[config.mk]
export PLATFORM = sky130hd
export DESIGN_NAME = fifo_repl_ctrl
export DESIGN_NICKNAME = d
export VERILOG_FILES = /design/src/rtl/fifo_repl_ctrl.sv
export SDC_FILE = /design/constraint.sdc
export NUM_CORES = 1
export LEC_CHECK = 0
export BUFFER_PORTS_ARGS = -buffer_cell sky130_fd_sc_hd__buf_4
export CELL_PAD_IN_SITES_DETAIL_PLACEMENT = 0
export CELL_PAD_IN_SITES_GLOBAL_PLACEMENT = 1
export CORE_ASPECT_RATIO = 0.9
export CORE_MARGIN = 4
export CORE_UTILIZATION = 40
export CTS_CLUSTER_SIZE = 8
export DETAILED_ROUTE_END_ITERATION = 7
export PLACE_DENSITY = 0.81
export SLEW_MARGIN = 20
export SYNTH_ARGS = -nofsm -noshare
export SYNTH_HDL_FRONTEND = slang
export SYNTH_SLANG_ARGS = --single-unit
[constraint.sdc]
create_clock -name clk -period 3.3 [get_ports clk]
set_input_delay 0.495 -clock clk [delete_from_list [all_inputs] [get_ports clk]]
set_output_delay 0.495 -clock clk [all_outputs]
set_load 0.1 [all_outputs]
[src/rtl/fifo_repl_ctrl.sv]
// FIFO victim selector for an N-way, S-set cache. It tracks per-set valid bits and a FIFO pointer,
// and runs a request/allocate handshake with the cache controller. State updates on the falling clock edge.
module fifo_repl_ctrl #(
    parameter int WAYS  = 4,
    parameter int SETS  = 8,
    parameter int WAY_W = $clog2(WAYS),
    parameter int IDX_W = $clog2(SETS)
) (
    input  logic             clk,
    input  logic             reset,
    input  logic             req_valid,
    input  logic [IDX_W-1:0] req_index,
    input  logic             req_hit,
    output logic             req_ready,
    output logic             victim_valid,
    output logic [WAY_W-1:0] victim_way,
    output logic             victim_evict,
    input  logic             fill_done,
    input  logic             inv_valid,
    input  logic [IDX_W-1:0] inv_index,
    input  logic [WAY_W-1:0] inv_way,
    output logic             dbg_state
);

    // Handshake: a request transfers on an edge where req_valid && req_ready.
    // A miss raises victim_valid, which holds until the edge where fill_done is high.
    typedef enum logic {
        S_IDLE  = 1'b0,
        S_ALLOC = 1'b1
    } state_e;

    state_e                       state_q, state_d;
    logic [SETS-1:0][WAYS-1:0]    valid_q, valid_d;
    logic [SETS-1:0][WAY_W-1:0]   ptr_q, ptr_d;
    logic [IDX_W-1:0]             pend_idx_q, pend_idx_d;
    logic [WAY_W-1:0]             victim_way_q, victim_way_d;
    logic                         victim_evict_q, victim_evict_d;
    logic                         victim_valid_q, victim_valid_d;

    logic [WAYS-1:0]              set_valid;
    logic [WAY_W-1:0]             free_way;
    logic                         has_free;

    // The descending scan leaves the lowest-numbered invalid way in free_way.
    always_comb begin
        set_valid = valid_q[req_index];
        free_way  = '0;
        has_free  = 1'b0;
        for (int w = WAYS - 1; w >= 0; w--) begin
            if (!set_valid[w]) begin
                free_way = WAY_W'(w);
                has_free = 1'b1;
            end
        end
    end

    always_comb begin
        state_d        = state_q;
        valid_d        = valid_q;
        ptr_d          = ptr_q;
        pend_idx_d     = pend_idx_q;
        victim_way_d   = victim_way_q;
        victim_evict_d = victim_evict_q;
        victim_valid_d = victim_valid_q;

        // The invalidate is applied first, so a fill to the same line on this edge overrides it.
        if (inv_valid) begin
            valid_d[inv_index][inv_way] = 1'b0;
        end

        case (state_q)
            S_IDLE: begin
                if (req_valid && !req_hit) begin
                    state_d        = S_ALLOC;
                    pend_idx_d     = req_index;
                    victim_way_d   = has_free ? free_way : ptr_q[req_index];
                    victim_evict_d = !has_free;
                    victim_valid_d = 1'b1;
                end
            end
            S_ALLOC: begin
                if (fill_done) begin
                    valid_d[pend_idx_q][victim_way_q] = 1'b1;
                    if (victim_evict_q) begin
                        ptr_d[pend_idx_q] = ptr_q[pend_idx_q] + WAY_W'(1);
                    end
                    state_d        = S_IDLE;
                    victim_valid_d = 1'b0;
                end
            end
            default: begin
                state_d        = S_IDLE;
                victim_valid_d = 1'b0;
            end
        endcase
    end

    always_ff @(negedge clk) begin
        if (reset) begin
            state_q        <= S_IDLE;
            valid_q        <= '0;
            ptr_q          <= '0;
            pend_idx_q     <= '0;
            victim_way_q   <= '0;
            victim_evict_q <= 1'b0;
            victim_valid_q <= 1'b0;
        end else begin
            state_q        <= state_d;
            valid_q        <= valid_d;
            ptr_q          <= ptr_d;
            pend_idx_q     <= pend_idx_d;
            victim_way_q   <= victim_way_d;
            victim_evict_q <= victim_evict_d;
            victim_valid_q <= victim_valid_d;
        end
    end

    assign req_ready    = (state_q == S_IDLE);
    assign victim_valid = victim_valid_q;
    assign victim_way   = victim_way_q;
    assign victim_evict = victim_evict_q;
    assign dbg_state    = state_q;

endmodule

==> results of run 1 <==
registers in the layout (all words and copies together), names as in the netlist:
register / flops
pend_idx_q: 3
victim_evict: 1
valid_q: 32
victim_valid: 1
ptr_q: 16
victim_way: 2
dbg_state: 1
layout make-up:
| class | instances | area, um^2 | area share (%) |
|---|---|---|---|
| Clock buffer | 5 | 68.82 | 2.027 |
| Clock inverter | 59 | 236.5 | 6.966 |
| Inverter | 2 | 7.507 | 0.2212 |
| Multi-Input combinational cell | 238 | 1602 | 47.18 |
| Sequential cell | 56 | 1124 | 33.10 |
| Tap cell | 90 | 112.6 | 3.317 |
| Timing Repair Buffer | 31 | 244.0 | 7.188 |
power by group:
group	switching (mW)	total (mW)	internal, mW
Sequential	0.0113	0.696	0.685
Clock	0.438	0.681	0.244
Combinational	0.0772	0.119	0.0415
Yosys cell counts, types with 3 or more instances:
library cell | instances | area [um^2]
nand2b_1 | 8 | 50.05
nand2_1 | 44 | 165.2
a211oi_1 | 3 | 22.52
dfxtp_1 | 56 | 1121
nor2_1 | 12 | 45.04
nand3b_1 | 7 | 52.55
buf_2 | 4 | 20.02
nor3b_1 | 5 | 37.54
mux2_2 | 4 | 45.04
or3b_2 | 4 | 35.03
and3_1 | 3 | 18.77
inv_1 | 3 | 11.26
mux4_2 | 14 | 315.3
mux2i_1 | 4 | 40.04
buf_1 | 3 | 11.26
and2_1 | 9 | 56.30
clkbuf_1 | 10 | 37.54
o21ai_0 | 33 | 165.2
nand3_1 | 14 | 70.07
and3b_1 | 3 | 26.28
a21oi_1 | 45 | 225.2
a311oi_1 | 8 | 70.07
logic make-up (layout without fill, tap and decap cells):
logic type / after synthesis / count (layout) / share of synthesized area, %
muxes: 23 / 23 / 14.76
and+or+nand+nor: 116 / 116 / 21.47
AOI/OAI and AO/OA: 99 / 99 / 20.31
buffers and inverters: 22 / 97 / 3.645
DFF: 56 / 56 / 39.82
per-stage QoR:
step	hold WS [ns]	power, mW	util (%)	cells
final	0.4753	1.496	50.73	481
after global routing	0.4926	1.614	50.73	481
after CTS	0.4751	1.514	50.54	481
after detailed placement	0.4671	0.9291	46.04	418
after global placement	0.4601	0.9288	46.04	418
after floorplan	0.4504	0.8840	-	316
final timing paths:
check,startpoint,slack (ns),to
setup / recovery,victim_way[0],0.07,victim_way[0]
hold / removal,valid_q[19],0.48,valid_q[19]
setup reg to reg,pend_idx_q[0],0.72,ptr_q[7]
hold reg to reg,valid_q[19],0.48,valid_q[19]
routing by layer:
layer / routed length [um] / global-route usage (%) / up-vias
met1: 3710 / 29.66 / 1270
met4: 72 / 8.790 / 0
met2: 3498 / 27.52 / 107
li1: - / - / 1306
met5: 0 / 0 / -
met3: 653 / 7.045 / 7
layout by cell type, fill, tap and decap left out, types with 2 or more instances in the layout:
cell type	n
inv_1	58
dfxtp_1	54
a21oi_1	45
nand2_1	44
o21ai_0	33
buf_4	28
mux4_2	14
nand3_1	14
nor2_1	12
and2_1	9
nand2b_1	8
a311oi_1	8
nand3b_1	7
nor3b_1	5
clkbuf_8	5
mux2i_1	4
or3b_2	4
and3b_1	3
and3_1	3
a211oi_1	3
mux2_2	3
buf_6	3
a21o_1	2
mux2_4	2
a21boi_0	2
nor3_1	2
clkinv_4	2
dfxtp_2	2
repair_timing:
action / CTS / global route
gates resized for setup: 0 / 4
setup buffers: 0 / 0
hold endpoints to repair: 0 / 0
endpoints found under the setup margin: 0 / 3
==> flow_summary.yaml, run 1 <==
outcome:
  status: "finished, final reports clean"
worst_setup_path:
  cp_slowest_cell: "dfxtp_1"
  start_kind: "flop"
  arrival_ns: 2.74
  crit_family: "flip-flops"
  reg2regPathDepth: 4
  path_depth: 1
  path_cells: "buf_6"
  criticalPathCategory: "reg -> out"
  cp_max_fo: 7
  max_stage_delay_ns: 0.44
  cp.required_ns: 2.80
  cp-end-kind: "output port"
  cp_num_buf_inv: 1
placement:
  gp_congestion: 0.8401
  dp_slack_ns: -0.2891
  io_buffers: 19
  dpl_cell_area_um2: 3080
  dp_hpwl_um: 5511
synthesis:
  ys_warn_count: 0
  syn_area_um2: 2815
  synth-edff-count: 0
  syn-num-nets: 330
  synth_cells: 316
  synth-main-ff-cell: "dfxtp_1"
  synth.avg_cell_area_um2: 8.909
  synthArstFlopShare_pct: 0
  yosysSeqAreaShare_pct: 39.82
  synth.distinct_cells: 38
  synth-seq-cells: 56
grt:
  overflow: 0
  first_global_vias: 2633
  grt_start_max_net_pins: 57
  antenna_found_initial: 0
  grt_pass1_wl_um: 13170
  grtUsageTotal_pct: 20.48
worst_hold_path:
  whs_path_depth: 2
  holdCritPathClass: "reg -> reg"
clock_tree:
  cts_root_buffer: "clkbuf_8"
  tritoncts: "yes"
  hold_buffers: 0
  cts_buffers: 5
  clk_path_buf_depth: 2
  clkTransAtPathRegs_ns: 0.04
  cts_htree_levels: 2
  clk_latency_ns: 0.39
  clock_sinks: 56
timing:
  final_hold_viol_count: 0
  relSlewSlack_pct: 33.72
  rsz0062_at_grt: "false"
  worst_slew_pin_slew_ns: 0.9920
  drv_slew: 0
  fin_setup_tns_ns: 0
  worst_slack_ns: 0.06586
  clock_skew_ns: 0.01333
  setup_viol: 0
floorplan:
  coreArea_um2: 6691
  start_util_pct: 42.07
  top_level_ports: 20
  die_area_um2: 8446
  num_rows: 28
  fp.dieH_um: 87.59
  fp.dieW_um: 96.43
run:
  maxCapViolations: 0
routing:
  drt_pass1_iterations: 5
  viasPerCell: 5.593
  via_count: 2690
  avgRoutedWirePerCell_um: 16.50
  first_iter_violations: 305
  routed_wl_um: 7935
  drcViolationCount: 0
  detail-route-antenna-nets: 0
layout:
  fillers: 651
  fin_nets: 404
  syn_to_final_growth_pct: 20.58
  layout-drive-gt1-share_pct: 16.88
  antenna_cells: 0
  fin_area_um2: 3395
power:
  ir_worst_vdd_mv: 0.1938
  p_per_area_nw_per_um2: 440.7
  p_leak_nw: 1.334
Note: power is estimated with default switching activity, not from simulation.
==> run 2: changes to the inputs <==
--- a/config.mk
+++ b/config.mk
@@ -9,11 +9,12 @@
 export CELL_PAD_IN_SITES_DETAIL_PLACEMENT = 0
 export CELL_PAD_IN_SITES_GLOBAL_PLACEMENT = 1
 export CORE_ASPECT_RATIO = 0.9
-export CORE_MARGIN = 4
+export CORE_MARGIN = 5
 export CORE_UTILIZATION = 40
 export CTS_CLUSTER_SIZE = 8
 export DETAILED_ROUTE_END_ITERATION = 7
 export PLACE_DENSITY = 0.81
+export RECOVER_POWER = 50
 export SLEW_MARGIN = 20
 export SYNTH_ARGS = -nofsm -noshare
 export SYNTH_HDL_FRONTEND = slang
==> run 2 against run 1 <==
  * Wire length down 2.8%
  * Setup slack worse by 0.0050 ns
  * Critical path depth is the same
  * Largest power group is now the clock network
  * Highest routed layer unchanged
==> flow_summary.yaml, run 2 (synthesis gave the netlist of run 1 again) <==
outcome:
  status: "finished, final reports clean"
timing:
  final_hold_viol_count: 0
  drv_slew: 0
  rsz0062_at_grt: "false"
  setup_viol: 0
  relSlewSlack_pct: 48.51
  clock_skew_ns: 0.02362
  hold_slack_ns: 0.4748
  worst_slew_pin_slew_ns: 0.7706
clock_tree:
  clkTransAtPathRegs_ns: 0.04
  tritoncts: "yes"
  cts_buffers: 5
  cts-resized-gates: 1
  post-cts-setup-buffer-count: 0
  clk_path_buf_depth: 2
  cts_root_buffer: "clkbuf_8"
  clk_latency_ns: 0.38
  hold_buffers: 0
  cts_htree_levels: 2
  clock_sinks: 56
layout:
  antenna_cells: 0
  utilization_pct: 48.65
  regMostFlops: "valid_q"
  layout_commonest_cell: "inv_1"
  layout.cells.non_filler: 481
  fillers: 695
  layout-drive-gt1-share_pct: 15.46
  largest_reg_flops: 32
  fin_nets: 402
  regArea_um2: 1122
  multi_input_area_um2: 1608
  reg_top3: "valid_q (32), ptr_q (16), pend_idx_q (3)"
  final_cell_mix: "inv_1, dfxtp_1, a21oi_1"
  syn_to_final_growth_pct: 20.40
  fin_area_um2: 3390
power:
  p_leak_nw: 1.315
  ir_worst_vdd_mv: 0.1973
  netSwitchingPower_mw: 0.4917
  power_mw: 1.528
  seq_power_share_pct: 45.6
  internal_power_mw: 1.036
  clock_power_share_pct: 46.9
  swShare_pct: 32.18
  comb_power_share_pct: 7.5
  p_per_area_nw_per_um2: 450.7
worst_setup_path:
  r2r_end: "ptr_q[1]"
  timing.rr.start: "pend_idx_q[0]"
  cp_num_buf_inv: 1
  reg2regPathDepth: 4
  cp_slowest_cell: "dfxtp_1"
  arrival_ns: 2.74
  max_stage_delay_ns: 0.46
  setup.worst_path.start: "victim_way[0]"
  cp.required_ns: 2.80
  path_depth: 1
  criticalPathCategory: "reg -> out"
  crit_family: "flip-flops"
  start_kind: "flop"
  cp_max_fo: 7
  path_cells: "buf_6"
  critPathCapture: "victim_way[0]"
  cp-end-kind: "output port"
  rrSetupSlack_ns: 0.68
routing:
  drcViolationCount: 0
  viasPerCell: 5.696
  via_count: 2740
  avgRoutedWirePerCell_um: 16.04
  detail-route-antenna-nets: 0
  first_iter_violations: 221
  drt_pass1_iterations: 4
  routed_wl_um: 7716
floorplan:
  start_util_pct: 40.41
  fp.dieH_um: 89.59
  fp.dieW_um: 98.43
  top_level_ports: 20
  num_rows: 29
  coreArea_um2: 6967
  die_area_um2: 8818
placement:
  gp_congestion: 0.8593
  dp_hpwl_um: 5365
  dpl_cell_area_um2: 3069
  io_buffers: 19
  dp.cells: 419
grt:
  antenna_found_initial: 0
  grt_start_max_net_pins: 57
  overflow: 0
  grt_pass1_wl_um: 12770
  first_global_vias: 2692
  grtUsageTotal_pct: 17.99
worst_hold_path:
  holdCritPathClass: "reg -> reg"
run:
  maxCapViolations: 0
==> run 2: cell count changes in the layout (fill, tap and decap cells not counted), sizes merged <==
cell and change:
inv -1, buf -6, bufinv +1, clkbuf +4, clkinv -1
==> run 2: area by class of cell <==
| type | instances | area share, % |
|---|---|---|
| repair buffers | 29 | 6.423 |
| clock inverters | 58 | 7.346 |
| inverters | 2 | 0.2215 |
| clock buffers | 5 | 2.030 |
| flip-flops and latches | 56 | 33.11 |
| multi-input cells | 238 | 47.43 |
| well taps | 93 | 3.433 |
==> run 2: worst min-delay path by stage <==
stage | from | to | slack, ns | depth (start not counted)
finish | victim_evict | victim_evict | 0.47 | 2
global placement | valid_q[14] | valid_q[14] | 0.46 | 2
CTS | valid_q[13] | valid_q[13] | 0.47 | 2
detailed placement | valid_q[13] | valid_q[13] | 0.47 | 2
floorplan | valid_q[10] | valid_q[10] | 0.45 | 2
global route | valid_q[20] | valid_q[20] | 0.49 | 2
==> run 2: metal layers <==
layer  wire length [um]  part of all wire, %  global-route usage (%)
met3                561                  7.3                   5.714
met4                106                  1.4                   8.189
met5                  0                    0                       0
met1               3521                   46                   23.13
met2               3528                   46                   28.05
==> run 2: stage by stage <==
stage	worst slack (ns)	setup TNS, ns
floorplan	-0.1148	-0.2561
global placement	-0.2402	-0.6091
CTS	0.007689	0
global route	0.004512	0
detailed placement	-0.3440	-0.7775
finish	0.06084	0
==> run 2: tightest hold or removal path: stages, from the launching register on <==
cell and delay, ns:
dfxtp_1 0.31, nand2_1 0.06, a21oi_1 0.05
==> run 2: power by group through the flow <==
stage / clock network, mW / registers, mW / logic (mW)
floorplan: 0.105 / 0.717 / 0.0620
global placement: 0.105 / 0.707 / 0.112
detailed placement: 0.105 / 0.707 / 0.114
CTS: 0.747 / 0.695 / 0.115
global route: 0.810 / 0.696 / 0.124
finish: 0.717 / 0.696 / 0.115
